`config.mk`:
```
export PLATFORM = sky130hd
export DESIGN_NAME = project2_leds_out_flat
export DESIGN_NICKNAME = d
export VERILOG_FILES = /design/src/rtl/project2_pio_pkg.sv /design/src/rtl/project2_leds_out_if.sv /design/src/rtl/project2_blink_timer.sv /design/src/rtl/project2_leds_out.sv /design/src/flat_wrapper.sv
export SDC_FILE = /design/constraint.sdc
export NUM_CORES = 1
export LEC_CHECK = 0
export BUFFER_PORTS_ARGS = -buffer_cell sky130_fd_sc_hd__buf_2
export CORE_ASPECT_RATIO = 0.9
export CORE_MARGIN = 2
export CORE_UTILIZATION = 30
export DETAILED_ROUTE_END_ITERATION = 6
export PLACE_DENSITY_LB_ADDON = 0.2
export REMOVE_ABC_BUFFERS = 1
export SKIP_LAST_GASP = 1
export SLEW_MARGIN = 20
export SYNTH_ARGS = -nofsm -noshare
export SYNTH_HDL_FRONTEND = slang
export SYNTH_SLANG_ARGS = --single-unit
```
`constraint.sdc`:
```
create_clock -name clk -period 3.2 [get_ports clk]
set_input_delay 0.48 -clock clk [delete_from_list [all_inputs] [get_ports clk]]
set_output_delay 0.48 -clock clk [all_outputs]
set_load 0.02 [all_outputs]
```
`src/rtl/project2_pio_pkg.sv`:
```
// rtl/project2_pio_pkg.sv - shared constants and types for the LED output PIO
package project2_pio_pkg;

  localparam int DIV_W_DEFAULT = 24;

  localparam logic [2:0] ADDR_DATA       = 3'd0;
  localparam logic [2:0] ADDR_BLINK_MASK = 3'd1;
  localparam logic [2:0] ADDR_BLINK_DIV  = 3'd2;
  localparam logic [2:0] ADDR_STATUS     = 3'd3;
  localparam logic [2:0] ADDR_OUTSET     = 3'd4;
  localparam logic [2:0] ADDR_OUTCLEAR   = 3'd5;

  typedef enum logic {
    PHASE0 = 1'b0,
    PHASE1 = 1'b1
  } phase_e;

endpackage

```
`src/rtl/project2_leds_out_if.sv`:
```
// rtl/project2_leds_out_if.sv - Avalon-MM slave bus bundle for the LED output PIO
interface project2_leds_out_if;

  logic [2:0]  address;
  logic        chipselect;
  logic        write_n;
  logic [31:0] writedata;
  logic [31:0] readdata;

  modport master (
    output address,
    output chipselect,
    output write_n,
    output writedata,
    input  readdata
  );

  modport slave (
    input  address,
    input  chipselect,
    input  write_n,
    input  writedata,
    output readdata
  );

endinterface

```
`src/rtl/project2_blink_timer.sv`:
```
// rtl/project2_blink_timer.sv - prescaler that toggles the blink phase every div cycles
module project2_blink_timer
  import project2_pio_pkg::*;
#(
  parameter int DIV_W = DIV_W_DEFAULT
) (
  input  logic             clk,
  input  logic             reset,
  input  logic [DIV_W-1:0] div,
  input  logic             restart,
  output phase_e           phase,
  output phase_e           phase_next
);

  logic [DIV_W-1:0] cnt;
  logic [DIV_W-1:0] cnt_next;

  // Counter and phase registers.
  always_ff @(posedge clk) begin
    if (reset) begin
      cnt   <= '0;
      phase <= PHASE0;
    end else begin
      cnt   <= cnt_next;
      phase <= phase_next;
    end
  end

  // Next state: a divider write or a zero divider parks the engine in PHASE0;
  // otherwise wrap the counter and flip the phase at the end of each half-period.
  always_comb begin
    cnt_next   = cnt;
    phase_next = phase;
    if (restart || (div == '0)) begin
      cnt_next   = '0;
      phase_next = PHASE0;
    end else if (cnt == (div - DIV_W'(1))) begin
      cnt_next   = '0;
      phase_next = (phase == PHASE0) ? PHASE1 : PHASE0;
    end else begin
      cnt_next = cnt + DIV_W'(1);
    end
  end

endmodule

```
`src/rtl/project2_leds_out.sv`:
```
// rtl/project2_leds_out.sv - LED output PIO with set/clear aliases and per-bit blink
module project2_leds_out
  import project2_pio_pkg::*;
#(
  parameter int               WIDTH       = 12,
  parameter int               DIV_W       = DIV_W_DEFAULT,
  parameter logic [WIDTH-1:0] RESET_VALUE = '0
) (
  input  logic                clk,
  input  logic                reset,
  project2_leds_out_if.slave  bus,
  output logic [WIDTH-1:0]    out_port
);

  logic [WIDTH-1:0] data_q;
  logic [WIDTH-1:0] mask_q;
  logic [DIV_W-1:0] div_q;

  logic [WIDTH-1:0] data_next;
  logic [WIDTH-1:0] mask_next;
  logic [DIV_W-1:0] div_next;
  logic             div_wr;
  logic             wr_en;
  logic [WIDTH-1:0] wdata;
  logic [31:0]      rd_mux;
  phase_e           phase;
  phase_e           phase_next;

  // Bits of writedata above the register widths are deliberately dropped.
  logic unused_writedata;
  assign unused_writedata = ^bus.writedata;

  assign wr_en = bus.chipselect && !bus.write_n;
  assign wdata = bus.writedata[WIDTH-1:0];

  project2_blink_timer #(
    .DIV_W (DIV_W)
  ) u_blink_timer (
    .clk        (clk),
    .reset      (reset),
    .div        (div_q),
    .restart    (div_wr),
    .phase      (phase),
    .phase_next (phase_next)
  );

  // Register write decode, including the atomic set/clear aliases of DATA.
  always_comb begin
    data_next = data_q;
    mask_next = mask_q;
    div_next  = div_q;
    div_wr    = 1'b0;
    if (wr_en) begin
      case (bus.address)
        ADDR_DATA:       data_next = wdata;
        ADDR_BLINK_MASK: mask_next = wdata;
        ADDR_BLINK_DIV: begin
          div_next = bus.writedata[DIV_W-1:0];
          div_wr   = 1'b1;
        end
        ADDR_OUTSET:     data_next = data_q | wdata;
        ADDR_OUTCLEAR:   data_next = data_q & ~wdata;
        default:         ;
      endcase
    end
  end

  // Read mux; write-only and reserved addresses read as zero.
  always_comb begin
    rd_mux = '0;
    case (bus.address)
      ADDR_DATA:       rd_mux = 32'(data_q);
      ADDR_BLINK_MASK: rd_mux = 32'(mask_q);
      ADDR_BLINK_DIV:  rd_mux = 32'(div_q);
      ADDR_STATUS:     rd_mux = {31'd0, phase == PHASE1};
      default:         rd_mux = '0;
    endcase
  end

  // Register file, registered read data and LED drive built from next-state
  // values so a write shows on the pins right after its edge.
  always_ff @(posedge clk) begin
    if (reset) begin
      data_q       <= RESET_VALUE;
      mask_q       <= '0;
      div_q        <= '0;
      bus.readdata <= '0;
      out_port     <= RESET_VALUE;
    end else begin
      data_q       <= data_next;
      mask_q       <= mask_next;
      div_q        <= div_next;
      bus.readdata <= rd_mux;
      out_port     <= data_next ^ (mask_next & {WIDTH{phase_next == PHASE1}});
    end
  end

endmodule

```
`src/flat_wrapper.sv`:
```
// flat-port wrapper written by rule: the top's interface ports become plain ports
module project2_leds_out_flat import project2_pio_pkg::*;
#(
  parameter int               WIDTH       = 12,
  parameter int               DIV_W       = DIV_W_DEFAULT,
  parameter logic [WIDTH-1:0] RESET_VALUE = '0
)
  (clk, reset, out_port, bus_address, bus_chipselect, bus_write_n, bus_writedata, bus_readdata);
  project2_leds_out_if bus_i ();
  input  logic clk;
  input  logic reset;
  output logic [WIDTH-1:0] out_port;
  input wire logic [$bits(bus_i.address)-1:0] bus_address;
  input wire logic [$bits(bus_i.chipselect)-1:0] bus_chipselect;
  input wire logic [$bits(bus_i.write_n)-1:0] bus_write_n;
  input wire logic [$bits(bus_i.writedata)-1:0] bus_writedata;
  output wire logic [$bits(bus_i.readdata)-1:0] bus_readdata;
  assign bus_i.address = bus_address;
  assign bus_i.chipselect = bus_chipselect;
  assign bus_i.write_n = bus_write_n;
  assign bus_i.writedata = bus_writedata;
  assign bus_readdata = bus_i.readdata;
  project2_leds_out #(.WIDTH(WIDTH), .DIV_W(DIV_W), .RESET_VALUE(RESET_VALUE)) u_core (.clk(clk), .reset(reset), .bus(bus_i), .out_port(out_port));
endmodule
```
==> results.py <==
metrics = {
    "critical_path": {
        "worstSetupStartpointType": "flop",
        "crit_arrival_ns": 3.31,
        "critPathMaxStageDelay_ns": 0.58,
        "critPathBufInv": 2,
        "cp_top_family": "simple AND/OR/NAND/NOR gates",
        "cp-end-kind": "flop",
        "path_cells": "nor4_4, buf_4, nor2b_1, xnor2_1, o41ai_2, nand3_1, or4b_1, nor2_1, or3_4, buf_12, nor2_1",
        "cp.required_ns": 3.45,
        "path_class": "flop to flop",
        "slowest_stage": "or4b_1",
        "crit_fanout": 24,
        "crit_top_cell": "nor2_1",
    },
    "logic_synthesis": {
        "synth_xor_area_share_pct": 9.34,
        "synth_cells": 656,
        "synth_largest_area_cell": "dfxtp_1",
        "ys_ff_latch": 109,
        "synth_top_area_share_pct": 39.5,
        "yosysSeqAreaShare_pct": 39.5,
        "synth_compound_area_share_pct": 14.5,
        "synth_area_leaders": "dfxtp_1 (39%), a21oi_1 (5.8%), nor2_1 (5.8%)",
        "yosys_most_used_dff": "dfxtp_1",
        "synthSimpleGateAreaFrac_pct": 26.1,
        "async_flop_share_pct": 0,
        "synth.distinct_cells": 50,
        "avgSynthCellArea_um2": 8.43,
        "yosys_warnings": 0,
        "synth_area_um2": 5530,
        "synth_top_family_by_area": "simple AND/OR/NAND/NOR gates",
        "synthAdderAreaFrac_pct": 0.452,
        "synth_edf_count": 0,
        "synth_mux_area_share_pct": 4.57,
    },
    "clocking": {
        "cts_tree": "built",
        "clock-root-buffer": "clkbuf_16",
        "cts_buffer_depth": 2,
        "clk_pin_slew_ns": 0.08,
        "clock_sinks": 109,
        "numCtsBuffers": 9,
        "hold_buffers": 0,
        "h-tree-depth": 3,
        "clk_latency_ns": 0.36,
        "cts_resized": 1,
        "post-cts-setup-buffer-count": 0,
    },
    "detailed_routing": {
        "dr_wl_met2_um": 7110,
        "num_vias": 4791,
        "highest_layer": "met4",
        "dr.pass1.iters": 5,
        "avgViaCountPerCell": 4.95,
        "routed_wl_um": 15100,
        "met1Wirelength_um": 7000,
        "drtIter0Drc": 291,
        "route.detailed.drc": 0,
        "post_drt_wl_per_cell_um": 15.6,
        "antenna_left": 0,
        "met3WireLength_um": 589,
    },
    "sta": {
        "min_period_over_period_pct": 95.5,
        "fin_tns_setup_ns": 0,
        "slew_headroom_pct": 40.8,
        "tightest_slew_ns": 0.886,
        "finalMaxSlewViolations": 0,
        "period_minus_slack_ns": 3.06,
        "max_freq_ghz": 0.327,
        "skew_ns": 0.00748,
        "hold_viol": 0,
        "hold_ws_ns": 0.357,
        "setup_violations": 0,
    },
    "global_routing": {
        "antenna_found_initial": 0,
        "grt_max_degree": 63,
        "grt-ovfl-total": 0,
        "grt_pass1_vias": 4761,
        "track_usage_pct": 15.8,
        "grt_pass1_wl_um": 24500,
    },
    "power_and_ir_drop": {
        "ir_worst_vdd_uv": 229,
        "finalPower_mw": 2.87,
        "power.density_nw_per_um2": 439,
        "p_leak_nw": 2.49,
    },
    "floorplanning": {
        "core_um2": 18200,
        "die_x_um": 147,
        "die_area_um2": 19500,
        "io_pins": 83,
        "initial_core_util_pct": 30.3,
        "rows": 47,
        "dieHeight_um": 133,
    },
    "run_status": {
        "status": "completed",
    },
    "placement": {
        "dpl_cell_area_um2": 6190,
        "globalplace.congestion": 0.851,
        "dp_hpwl_um": 10800,
        "io_buffers": 66,
    },
    "cells_and_area": {
        "diodes": 0,
        "final_area_um2": 6540,
        "layout_common_cells": "dfxtp_1 (109), nor2_1 (85), buf_2 (66)",
        "area_growth_pct": 18.2,
        "final_nets": 759,
        "nFillCells": 1952,
        "drive_gt1_share_pct": 20.5,
        "final_common_cell": "dfxtp_1",
    },
    "job": {
        "cap_violations": 0,
    },
    "hold_path": {
        "hp-class": "input port to flop",
    },
}
-- final timing paths --
check,from,slack (ns),end,depth (start not counted)
max,u_core.div_q[6]$_SDFFE_PP0P_,0.14,u_core.u_blink_timer.cnt[6]$_SDFF_PP0_,11
min reg2reg,u_core.u_blink_timer.cnt[0]$_SDFF_PP0_,0.50,u_core.u_blink_timer.cnt[0]$_SDFF_PP0_,1
max reg2reg,u_core.div_q[6]$_SDFFE_PP0P_,0.14,u_core.u_blink_timer.cnt[6]$_SDFF_PP0_,11
min,bus_writedata[19],0.36,u_core.div_q[19]$_SDFFE_PP0P_,3
-- through the flow --
step | utilization, % | cells | worst slack (ns)
floorplan | - | 612 | -0.306
global placement | 34.0 | 952 | 0.0276
detailed placement | 34.0 | 952 | -0.0403
CTS | 35.7 | 968 | 0.0968
global route | 35.9 | 968 | -0.00174
finish | 35.9 | 968 | 0.144
-- registers in the layout, indices dropped and copies added, names as in the netlist --
signal and cells:
u_core.bus.readdata 24, u_core.div_q 24, u_core.u_blink_timer.cnt 24, u_core.data_q 12, u_core.mask_q 12, u_core.out_port 12
u_core.u_blink_timer.phase 1
-- worst min-delay path: stages --
cell,delay [ns]
buf_2,0.10
nand2_1,0.04
a21oi_1,0.05
-- layer usage --
metal | track usage [%] | vias to the layer above
met3 | 2.76 | 24
met5 | 0 | -
li1 | - | 2369
met1 | 20.3 | 2288
met2 | 26.3 | 110
met4 | 5.98 | 0
-- final cells by class --
cell class	count	area (um^2)	share of cell area [%]
Clock buffer	10	239	3.65
Clock inverter	6	77.6	1.19
Inverter	8	30.0	0.459
Multi-Input combinational cell	495	3100	47.4
Sequential cell	109	2180	33.4
Tap cell	245	307	4.69
Timing Repair Buffer	95	602	9.20
-- report_power, final --
group / switching, mW / internal (mW)
logic: 0.188 / 0.113
clock network: 0.549 / 0.644
registers: 0.0108 / 1.37
-- logic make-up after synthesis --
logic type / Yosys count
flip-flops: 109
XOR/XNOR: 59
other: 1
multiplexers: 24
AND/OR/NAND/NOR: 283
adder cells (fa/ha/maj): 2
AO/OA/AOI/OAI: 119
buffers and inverters: 59
-- synth_stat cells, types with 3 or more instances --
cell type / number
a2111o_1: 12
a211o_1: 4
a211oi_1: 13
a21oi_1: 64
a31o_1: 11
and2_1: 12
and3_1: 9
buf_4: 11
buf_6: 4
clkbuf_1: 32
dfxtp_1: 109
inv_1: 8
mux2i_1: 23
nand2_1: 60
nand2b_1: 4
nand3_1: 24
nand3_2: 7
nand4_1: 7
nor2_1: 85
nor2b_1: 16
nor3_1: 21
nor4_1: 7
o21ai_0: 5
or2_2: 14
or3_1: 3
or4_1: 3
xnor2_1: 33
xor2_1: 26
(Power assumes the default switching activity.)
